### config.mk
export PLATFORM = sky130hd
export DESIGN_NAME = csel_shift_pipe
export DESIGN_NICKNAME = d
export VERILOG_FILES = /design/src/rtl/csel_shift_pipe.sv
export SDC_FILE = /design/constraint.sdc
export NUM_CORES = 1
export LEC_CHECK = 0
export ABC_CLOCK_PERIOD_IN_PS = 5850
export CORE_MARGIN = 2
export CORE_UTILIZATION = 44
export CTS_BUF_LIST = sky130_fd_sc_hd__clkbuf_8 sky130_fd_sc_hd__clkbuf_16
export CTS_CLUSTER_DIAMETER = 100
export DETAILED_ROUTE_END_ITERATION = 10
export GPL_ROUTABILITY_DRIVEN = 0
export PLACE_DENSITY_LB_ADDON = 0.3
export SLEW_MARGIN = 40
export SYNTH_ARGS = -nofsm -noshare
export SYNTH_HDL_FRONTEND = slang
export SYNTH_SLANG_ARGS = --single-unit
### constraint.sdc
create_clock -name clk -period 5.85 [get_ports clk]
set_input_delay 1.17 -clock clk [delete_from_list [all_inputs] [get_ports clk]]
set_output_delay 1.17 -clock clk [all_outputs]
set_load 0.01 [all_outputs]
### src/rtl/csel_shift_pipe.sv
`default_nettype none
// ============================================================================
//  Module   : csel_shift_pipe
//  Purpose  : Three-stage elastic add/compare/select/shift datapath.
//             Per accepted transaction:
//                 d = a + b, e = a + c, f = a - b        (modulo 2^DW)
//                 g = (d < e) ? e : d                     (signed or unsigned)
//                 h = (d == e) ? f : g
//                 x = (h << (sh_amt + lt))[OW-1:0]
//                 z = (g >> (sh_amt + eq))[OW-1:0]        (logical shift)
//             Any effective shift amount >= DW yields zero.
//  Ports    : clk        - clock, rising edge
//             rst_n      - asynchronous reset, active low
//             in_valid   - a, b, c, sh_amt, cmp_signed are valid
//             in_ready   - stage 1 can accept (transfer on in_valid & in_ready)
//             a, b, c    - DW-bit operands
//             sh_amt     - SW-bit base shift amount
//             cmp_signed - 1: compare d,e as two's complement, 0: unsigned
//             out_valid  - x, z are valid
//             out_ready  - consumer accepts (transfer on out_valid & out_ready)
//             x, z       - OW-bit results
//  Revision : 1.0 - initial release
// ============================================================================
module csel_shift_pipe #(
    parameter int DW = 64,
    parameter int OW = DW / 2,
    parameter int SW = $clog2(DW)
) (
    input  logic          clk,
    input  logic          rst_n,
    input  logic          in_valid,
    output logic          in_ready,
    input  logic [DW-1:0] a,
    input  logic [DW-1:0] b,
    input  logic [DW-1:0] c,
    input  logic [SW-1:0] sh_amt,
    input  logic          cmp_signed,
    output logic          out_valid,
    input  logic          out_ready,
    output logic [OW-1:0] x,
    output logic [OW-1:0] z
);

    // Effective shift amounts carry one extra bit so sh_amt + 1 never wraps.
    // SW = clog2(DW) guarantees DW fits in SW+1 bits.
    localparam logic [SW:0] c_SH_LIMIT = (SW + 1)'(DW);

    // ------------------------------------------------------------------
    // Stage 1 combinational front end (computed straight from the inputs)
    // ------------------------------------------------------------------
    logic [DW-1:0] w_d;
    logic [DW-1:0] w_e;
    logic [DW-1:0] w_f;
    logic          w_lt;
    logic          w_eq;

    assign w_d  = a + b;
    assign w_e  = a + c;
    assign w_f  = a - b;
    assign w_eq = (w_d == w_e);
    assign w_lt = cmp_signed ? ($signed(w_d) < $signed(w_e)) : (w_d < w_e);

    // ------------------------------------------------------------------
    // Elastic handshake: a stage may load when it is empty or when its
    // contents are moving on this cycle. The chain is evaluated from the
    // output back, so out_ready reaches in_ready combinationally and a
    // full pipe still sustains one transfer per cycle.
    // ------------------------------------------------------------------
    logic r_v1;
    logic r_v2;
    logic r_v3;
    logic w_ld1;
    logic w_ld2;
    logic w_ld3;

    assign w_ld3    = ~r_v3 | out_ready;
    assign w_ld2    = ~r_v2 | w_ld3;
    assign w_ld1    = ~r_v1 | w_ld2;
    assign in_ready = w_ld1;

    // ------------------------------------------------------------------
    // Stage 1 registers: d, e, f, lt, eq, sh_amt
    // ------------------------------------------------------------------
    logic [DW-1:0] r_d;
    logic [DW-1:0] r_e;
    logic [DW-1:0] r_f;
    logic          r_lt1;
    logic          r_eq1;
    logic [SW-1:0] r_sh1;

    always_ff @(posedge clk or negedge rst_n) begin
        if (!rst_n) begin
            r_v1  <= 1'b0;
            r_d   <= '0;
            r_e   <= '0;
            r_f   <= '0;
            r_lt1 <= 1'b0;
            r_eq1 <= 1'b0;
            r_sh1 <= '0;
        end else if (w_ld1) begin
            r_v1 <= in_valid;
            // Data only moves with a real transfer; bubbles leave it untouched.
            if (in_valid) begin
                r_d   <= w_d;
                r_e   <= w_e;
                r_f   <= w_f;
                r_lt1 <= w_lt;
                r_eq1 <= w_eq;
                r_sh1 <= sh_amt;
            end
        end
    end

    // ------------------------------------------------------------------
    // Stage 2 registers: g (select), h (equal override), lt, eq, sh_amt
    // ------------------------------------------------------------------
    logic [DW-1:0] r_g;
    logic [DW-1:0] r_h;
    logic          r_lt2;
    logic          r_eq2;
    logic [SW-1:0] r_sh2;
    logic [DW-1:0] w_g;

    assign w_g = r_lt1 ? r_e : r_d;

    always_ff @(posedge clk or negedge rst_n) begin
        if (!rst_n) begin
            r_v2  <= 1'b0;
            r_g   <= '0;
            r_h   <= '0;
            r_lt2 <= 1'b0;
            r_eq2 <= 1'b0;
            r_sh2 <= '0;
        end else if (w_ld2) begin
            r_v2 <= r_v1;
            if (r_v1) begin
                r_g   <= w_g;
                r_h   <= r_eq1 ? r_f : w_g;
                r_lt2 <= r_lt1;
                r_eq2 <= r_eq1;
                r_sh2 <= r_sh1;
            end
        end
    end

    // ------------------------------------------------------------------
    // Stage 3: saturating shifters feeding the output registers.
    // ------------------------------------------------------------------
    logic [SW:0] w_shx;
    logic [SW:0] w_shz;

    assign w_shx = {1'b0, r_sh2} + {{SW{1'b0}}, r_lt2};
    assign w_shz = {1'b0, r_sh2} + {{SW{1'b0}}, r_eq2};

    logic [OW-1:0] r_x;
    logic [OW-1:0] r_z;

    always_ff @(posedge clk or negedge rst_n) begin
        if (!rst_n) begin
            r_v3 <= 1'b0;
            r_x  <= '0;
            r_z  <= '0;
        end else if (w_ld3) begin
            r_v3 <= r_v2;
            if (r_v2) begin
                r_x <= OW'((w_shx >= c_SH_LIMIT) ? {DW{1'b0}} : (r_h << w_shx));
                r_z <= OW'((w_shz >= c_SH_LIMIT) ? {DW{1'b0}} : (r_g >> w_shz));
            end
        end
    end

    assign out_valid = r_v3;
    assign x         = r_x;
    assign z         = r_z;

endmodule
`default_nettype wire
==> results.json, run 1 <==
{
  "cts_buffer_depth": 3,
  "grt_max_degree": 134,
  "cp_slowest_cell": "o41a_4",
  "yosysWarnings": 0,
  "ys_seq_elements": 338,
  "worstPathCellList": "clkdlybuf4s50_1 -> buf_4 -> ha_1 -> nor2b_2 -> a311oi_2 -> a211oi_2 -> a21oi_2 -> o31ai_4 -> a21oi_2 -> o41a_4 -> o21bai_4 -> mux2i_2 -> nor2_1 -> ha_1 -> a21o_1 -> a21o_1 -> a21oi_2 -> nor2_1 -> a21oi_1 -> o211ai_1 -> a21oi_1 -> o211ai_1 -> a211o_1 -> a31oi_1",
  "overflow": 0,
  "yosys-top-cells-area": "dfrtp_1, ha_1, nand2_1",
  "die_area_mm2": 0.0679,
  "final.setup.tns_ns": 0,
  "rsz0062_at_grt": "no",
  "arrival_ns": 6.02,
  "wl_per_cell_um": 18.5,
  "vias": 27800,
  "drt_pass1_iterations": 6,
  "rr_endpoint": "z[3]$_DFFE_PN0P_",
  "crit_path_end_kind": "flop",
  "worstPathRequired_ns": 6.30,
  "yosys.area.top_type": "dfrtp_1",
  "dieWidth_um": 261,
  "cts_num_sinks": 338,
  "dr.first_iter.drc_count": 2550,
  "setup_ws_ns": 0.279,
  "placed_cells": 4802,
  "cp_common_cell": "a21oi_2",
  "clock_tree.root_cell": "clkbuf_16",
  "hold_buffers": 0,
  "dp_slack_ns": -0.481,
  "crit_start": "a[7]",
  "postRouteWirelength_mm": 89.8,
  "synth_nets": 3933,
  "max-slew-margin-rel_pct": 45.8,
  "netlist_area_mm2": 0.0290,
  "cts_tree": "built",
  "cellLeakagePower_nw": 16.8,
  "yosys.area.top_type_share_pct": 29.2,
  "reg2reg_depth": 11,
  "drive_gt1_share_pct": 15.8,
  "crit_end": "r_lt1$_DFFE_PN0P_",
  "max_freq_mhz": 180,
  "final.min_clock_period_ns": 5.57,
  "drc": 0,
  "dp_hpwl_mm": 71.9,
  "fin_skew_ns": 0.00915,
  "area_delta_synth_final_pct": 25.3,
  "clk_latency_ns": 0.53,
  "stdcell_count": 4863,
  "p_total_mw": 13.3,
  "crit_type": "primary input to flop",
  "antenna_left": 0,
  "coreArea_mm2": 0.0655,
  "initial_core_util_pct": 44.2,
  "crit_fanout": 5,
  "io_buffers": 268,
  "grt_pass1_wl_mm": 142,
  "worst_slew_pin_slew_ns": 0.814,
  "r2r_start": "r_sh2[0]$_DFFE_PN0P_",
  "synthArstFlopShare_pct": 100,
  "critPathLaunchType": "primary input",
  "io_pins": 269,
  "synthFlopType": "dfrtp_1",
  "rows": 94,
  "slowest_delay_ns": 0.55,
  "cts_max_level": 2,
  "grt.total_usage_pct": 25.9,
  "ys_types": 92,
  "peakVddDrop_mv": 0.301,
  "synthCells": 3502,
  "cts_buffers": 34,
  "cap_violations": 0,
  "nets": 4409,
  "timing.final.crit_share_pct": 95.2,
  "yosysSeqAreaShare_pct": 29.2,
  "ff2ff_setup_slack_ns": 2.12,
  "slew_violations": 0,
  "first_global_vias": 25900,
  "hold_path.class": "primary input to asynchronous set/reset pin",
  "setup_viol": 0,
  "outcome": "completed",
  "synth_edf_count": 0,
  "vias_per_cell": 5.72,
  "synth_area_per_cell_um2": 8.27,
  "clk_pin_slew_ns": 0.06,
  "antenna_found_initial": 1,
  "die_y_um": 261,
  "hold_violations": 0,
  "power_density_mw_per_mm2": 367
}
## report_power, final
group / switching, mW / internal [mW] / leakage, nW
Clock: 0.911 / 1.26 / 0.566
Sequential: 0.712 / 3.10 / 4.17
Combinational: 4.00 / 3.37 / 12.1
Total: 5.62 / 7.72 / 16.8
## final cells by class
class                           instances  area (um2)
Inverter                              104         390
Clock inverter                         15         150
Multi-Input combinational cell       2834       19500
Clock buffer                           41         958
Timing Repair Buffer                  666        5750
Fill cell                            6022       29200
Tap cell                              864        1080
Antenna cell                            1        2.50
Sequential cell                       338        8470
## through the flow
stage / cell area (um2) / util (%) / hold slack, ns
3_3_place_gp: 35000 / 53.4 / 0.457
4_1_cts: 36100 / 55.1 / 0.477
2_1_floorplan: 29000 / - / 0.442
6_report: 36300 / 55.4 / 0.474
5_1_grt: 36300 / 55.4 / 0.474
3_5_place_dp: 35000 / 53.5 / 0.462
## kinds of logic after synthesis
family,Yosys count,share of synthesized area (%)
compound gates,1034,22.5
xor+xnor,154,4.65
fa+ha+maj,228,9.92
buf+inv,330,4.43
flops,338,29.2
mux,285,12.3
simple gates,1133,17.0
## cell usage after synthesis, drive strengths merged, types with 15 or more instances
cell	n
a211oi	32
a21boi	15
a21o	82
a21oi	274
a22o	32
a31oi	31
and3	27
buf	46
clkbuf	180
dfrtp	338
ha	225
inv	103
mux2	38
mux2i	195
mux4	52
nand2	618
nand2b	21
nand3	52
nand4	50
nor2	221
nor2b	27
nor3	49
nor4	18
o211ai	50
o21a	18
o21ai	335
o21bai	30
o31ai	36
xnor2	101
xor2	53
## cells in the final DEF (no fill, tap or decap), types with 26 or more instances in the layout
cell	synthesis	layout
o31ai_1	31	31
a21oi_1	270	267
ha_1	225	221
a22o_1	32	32
nand2_1	618	615
and3_1	27	27
nor3_1	48	47
xor2_1	53	49
o21ai_0	317	317
nand3_1	52	51
clkbuf_16	0	35
nor2b_1	27	26
nand4_1	50	50
mux2_2	38	38
o21bai_1	29	29
buf_4	0	393
inv_1	98	101
clkdlybuf4s50_1	0	264
a21o_1	82	82
xnor2_1	101	95
nor2_1	219	218
mux4_2	52	52
a31oi_1	31	31
dfrtp_1	338	336
o211ai_1	50	50
mux2i_1	195	194
## state kept, by name, indices dropped and copies added (netlist names), 6 cells and up
name	count
r_d	64
r_e	64
r_f	31
r_g	64
r_h	32
r_sh1	6
r_sh2	6
x	32
z	32
## how the worst min path moves through the flow
stage	cells past startpoint	endpoint	slack [ns]	start
floorplan	2	r_sh1[0]$_DFFE_PN0P_	0.44	r_sh1[0]$_DFFE_PN0P_
global placement	2	r_d[40]$_DFFE_PN0P_	0.46	r_d[40]$_DFFE_PN0P_
detailed placement	2	r_d[44]$_DFFE_PN0P_	0.46	r_d[44]$_DFFE_PN0P_
CTS	2	r_d[44]$_DFFE_PN0P_	0.48	r_d[44]$_DFFE_PN0P_
global route	1	r_h[1]$_DFFE_PN0P_	0.47	rst_n
finish	1	x[7]$_DFFE_PN0P_	0.47	rst_n
## per-layer routing
metal  share of wire (%)  GRT usage (%)
met5                   0              0
met4                 2.4           6.03
met3                 6.7           2.19
met2                  42           38.3
met1                  49           40.7
## critical path: cells and delay by family
kind | cells | cell delay (ns)
AO/OA/AOI/OAI | 16 | 3.09
adder cells (fa/ha/maj) | 2 | 0.55
buffers and inverters | 2 | 0.61
multiplexers | 1 | 0.24
AND/OR/NAND/NOR | 3 | 0.33
## repair_timing
item	CTS	global route
buffers inserted	0	3
endpoints found under the setup margin	0	2
endpoints found under the hold margin	0	0
resized for setup	0	25
(Power assumes the default switching activity.)
==> run 2: changes to the inputs <==
--- a/config.mk
+++ b/config.mk
@@ -12,7 +12,7 @@
 export CTS_CLUSTER_DIAMETER = 100
 export DETAILED_ROUTE_END_ITERATION = 10
 export GPL_ROUTABILITY_DRIVEN = 0
-export PLACE_DENSITY_LB_ADDON = 0.3
+export PLACE_DENSITY = 0.62
 export SLEW_MARGIN = 40
 export SYNTH_ARGS = -nofsm -noshare
 export SYNTH_HDL_FRONTEND = slang
==> results.json, run 2 (synthesized netlist as in run 1, its figures left out) <==
{
  "final.min_clock_period_ns": 5.59,
  "slowest_delay_ns": 0.49,
  "cts_buffers": 35,
  "mostFrequentLayoutCells": "nand2_1, buf_4, dfrtp_1, o21ai_0, clkdlybuf4s50_1",
  "r2r_start": "r_sh2[0]$_DFFE_PN0P_",
  "hold_buffers": 0,
  "nets": 4438,
  "top_regs": "r_d x64, r_e x64, r_g x64",
  "cts_max_level": 2,
  "clock_tree.root_cell": "clkbuf_16",
  "drc": 0,
  "worstPathRequired_ns": 6.31,
  "hold_path.class": "flop to flop",
  "hold_violations": 0,
  "setup_viol": 0,
  "rsz0062_at_grt": "no",
  "cts_num_sinks": 338,
  "cp_slowest_cell": "clkdlybuf4s50_1",
  "max_freq_mhz": 179,
  "vias": 27400,
  "die_area_mm2": 0.0679,
  "postRouteWirelength_mm": 90.6,
  "crit_start": "a[0]",
  "drive_gt1_share_pct": 16.3,
  "overflow": 0,
  "rows": 94,
  "arrival_ns": 6.05,
  "fillers": 6162,
  "min_to": "r_d[5]$_DFFE_PN0P_",
  "setup_ws_ns": 0.256,
  "dp_slack_ns": -0.449,
  "crit_path_end_kind": "flop",
  "io_pins": 269,
  "slew_violations": 0,
  "grt_pass1_wl_mm": 143,
  "final_common_cell": "nand2_1",
  "timing.final.crit_share_pct": 95.6,
  "worst_slew_pin_slew_ns": 0.818,
  "cellLeakagePower_nw": 17.0,
  "switchingPower_mw": 5.60,
  "grt.total_usage_pct": 26.3,
  "p_seq_share_pct": 28.2,
  "post-route-util_pct": 55.9,
  "path_delay_family": "compound AO/OA/AOI/OAI gates",
  "clk_latency_ns": 0.54,
  "dp_hpwl_mm": 72.9,
  "drt_pass1_iterations": 6,
  "crit_fanout": 4,
  "vias_per_cell": 5.60,
  "wl_per_cell_um": 18.5,
  "place_area_mm2": 0.0352,
  "stdcell_area_mm2": 0.0366,
  "reg2reg_depth": 10,
  "fin_skew_ns": 0.0236,
  "rr_endpoint": "z[9]$_DFFE_PN0P_",
  "critPathLaunchType": "primary input",
  "die_y_um": 261,
  "antenna_left": 0,
  "crit_buf_inv": 3,
  "crit_cells": 26,
  "cp_common_cell": "a21oi_1",
  "min-delay-start": "r_d[5]$_DFFE_PN0P_",
  "grt_max_degree": 126,
  "internal-power_mw": 7.85,
  "dr.first_iter.drc_count": 2586,
  "io_buffers": 268,
  "peakVddDrop_mv": 0.240,
  "clk_pin_slew_ns": 0.06,
  "area_delta_synth_final_pct": 26.4,
  "cts_tree": "built",
  "max-slew-margin-rel_pct": 45.5,
  "final.setup.tns_ns": 0,
  "coreArea_mm2": 0.0655,
  "ff2ff_setup_slack_ns": 2.38,
  "initial_core_util_pct": 44.2,
  "outcome": "completed",
  "sw_frac_of_total_pct": 41.6,
  "cap_violations": 0,
  "dieWidth_um": 261,
  "first_global_vias": 25700,
  "antenna_found_initial": 6,
  "p_total_mw": 13.5,
  "cts_buffer_depth": 3,
  "min_delay_path_depth": 2,
  "crit_type": "primary input to flop",
  "clkPwrFrac_pct": 16.8,
  "power_density_mw_per_mm2": 367,
  "p_comb_share_pct": 55.0
}
[run 2: metrics by stage]
step / hold slack [ns] / std cells
after floorplan: 0.442 / 3502
after global placement: 0.457 / 4825
after detailed placement: 0.462 / 4827
after CTS: 0.477 / 4889
after global routing: 0.492 / 4902
final: 0.473 / 4902
[run 2: metal layers]
layer	up-vias	wire (um)	GRT usage, %	share of wire [%]
met4	0	2020	6.02	2.2
met1	12800	45700	41.9	50
met3	127	5410	1.88	6.0
li1	13600	-	-	-
met2	934	37500	38.2	41
met5	-	0	0	0
[run 2: worst min-delay path, stage by stage (launching register included)]
cell,delay (ns)
dfrtp_1,0.34
nand2_1,0.05
nand2_1,0.05
[run 2: power by group through the flow]
| stage | Clock, mW | Combinational (mW) | Sequential [mW] |
|---|---|---|---|
| floorplan | 0 | 4.74 | 3.61 |
| global placement | 0 | 7.18 | 3.80 |
| detailed placement | 0 | 7.27 | 3.84 |
| CTS | 2.32 | 7.31 | 3.80 |
| global route | 2.40 | 8.13 | 3.90 |
| finish | 2.27 | 7.40 | 3.79 |
[run 2: final cells by class]
cell class              instances  area, um2  share of cell area [%]
diodes                          6       15.0                  0.0410
clock buffers                  43        997                    2.72
clock inverters                19        176                   0.482
inverters                     104        390                    1.07
multi-input cells            2834      19500                    53.2
flip-flops and latches        338       8470                    23.1
well taps                     864       1080                    2.95
repair buffers                694       6000                    16.4
[run 2: how the worst max path moves through the flow]
stage	endpoint	slack (ns)
after floorplan	r_lt1$_DFFE_PN0P_	0.67
after global placement	r_lt1$_DFFE_PN0P_	-0.38
after detailed placement	r_lt1$_DFFE_PN0P_	-0.45
after CTS	r_lt1$_DFFE_PN0P_	0.08
after global routing	r_lt1$_DFFE_PN0P_	0.007
final	r_lt1$_DFFE_PN0P_	0.26
[run 2: repair_timing]
item,CTS,global route
setup endpoints to repair,0,2
buffers inserted,0,5
resized for setup,0,24
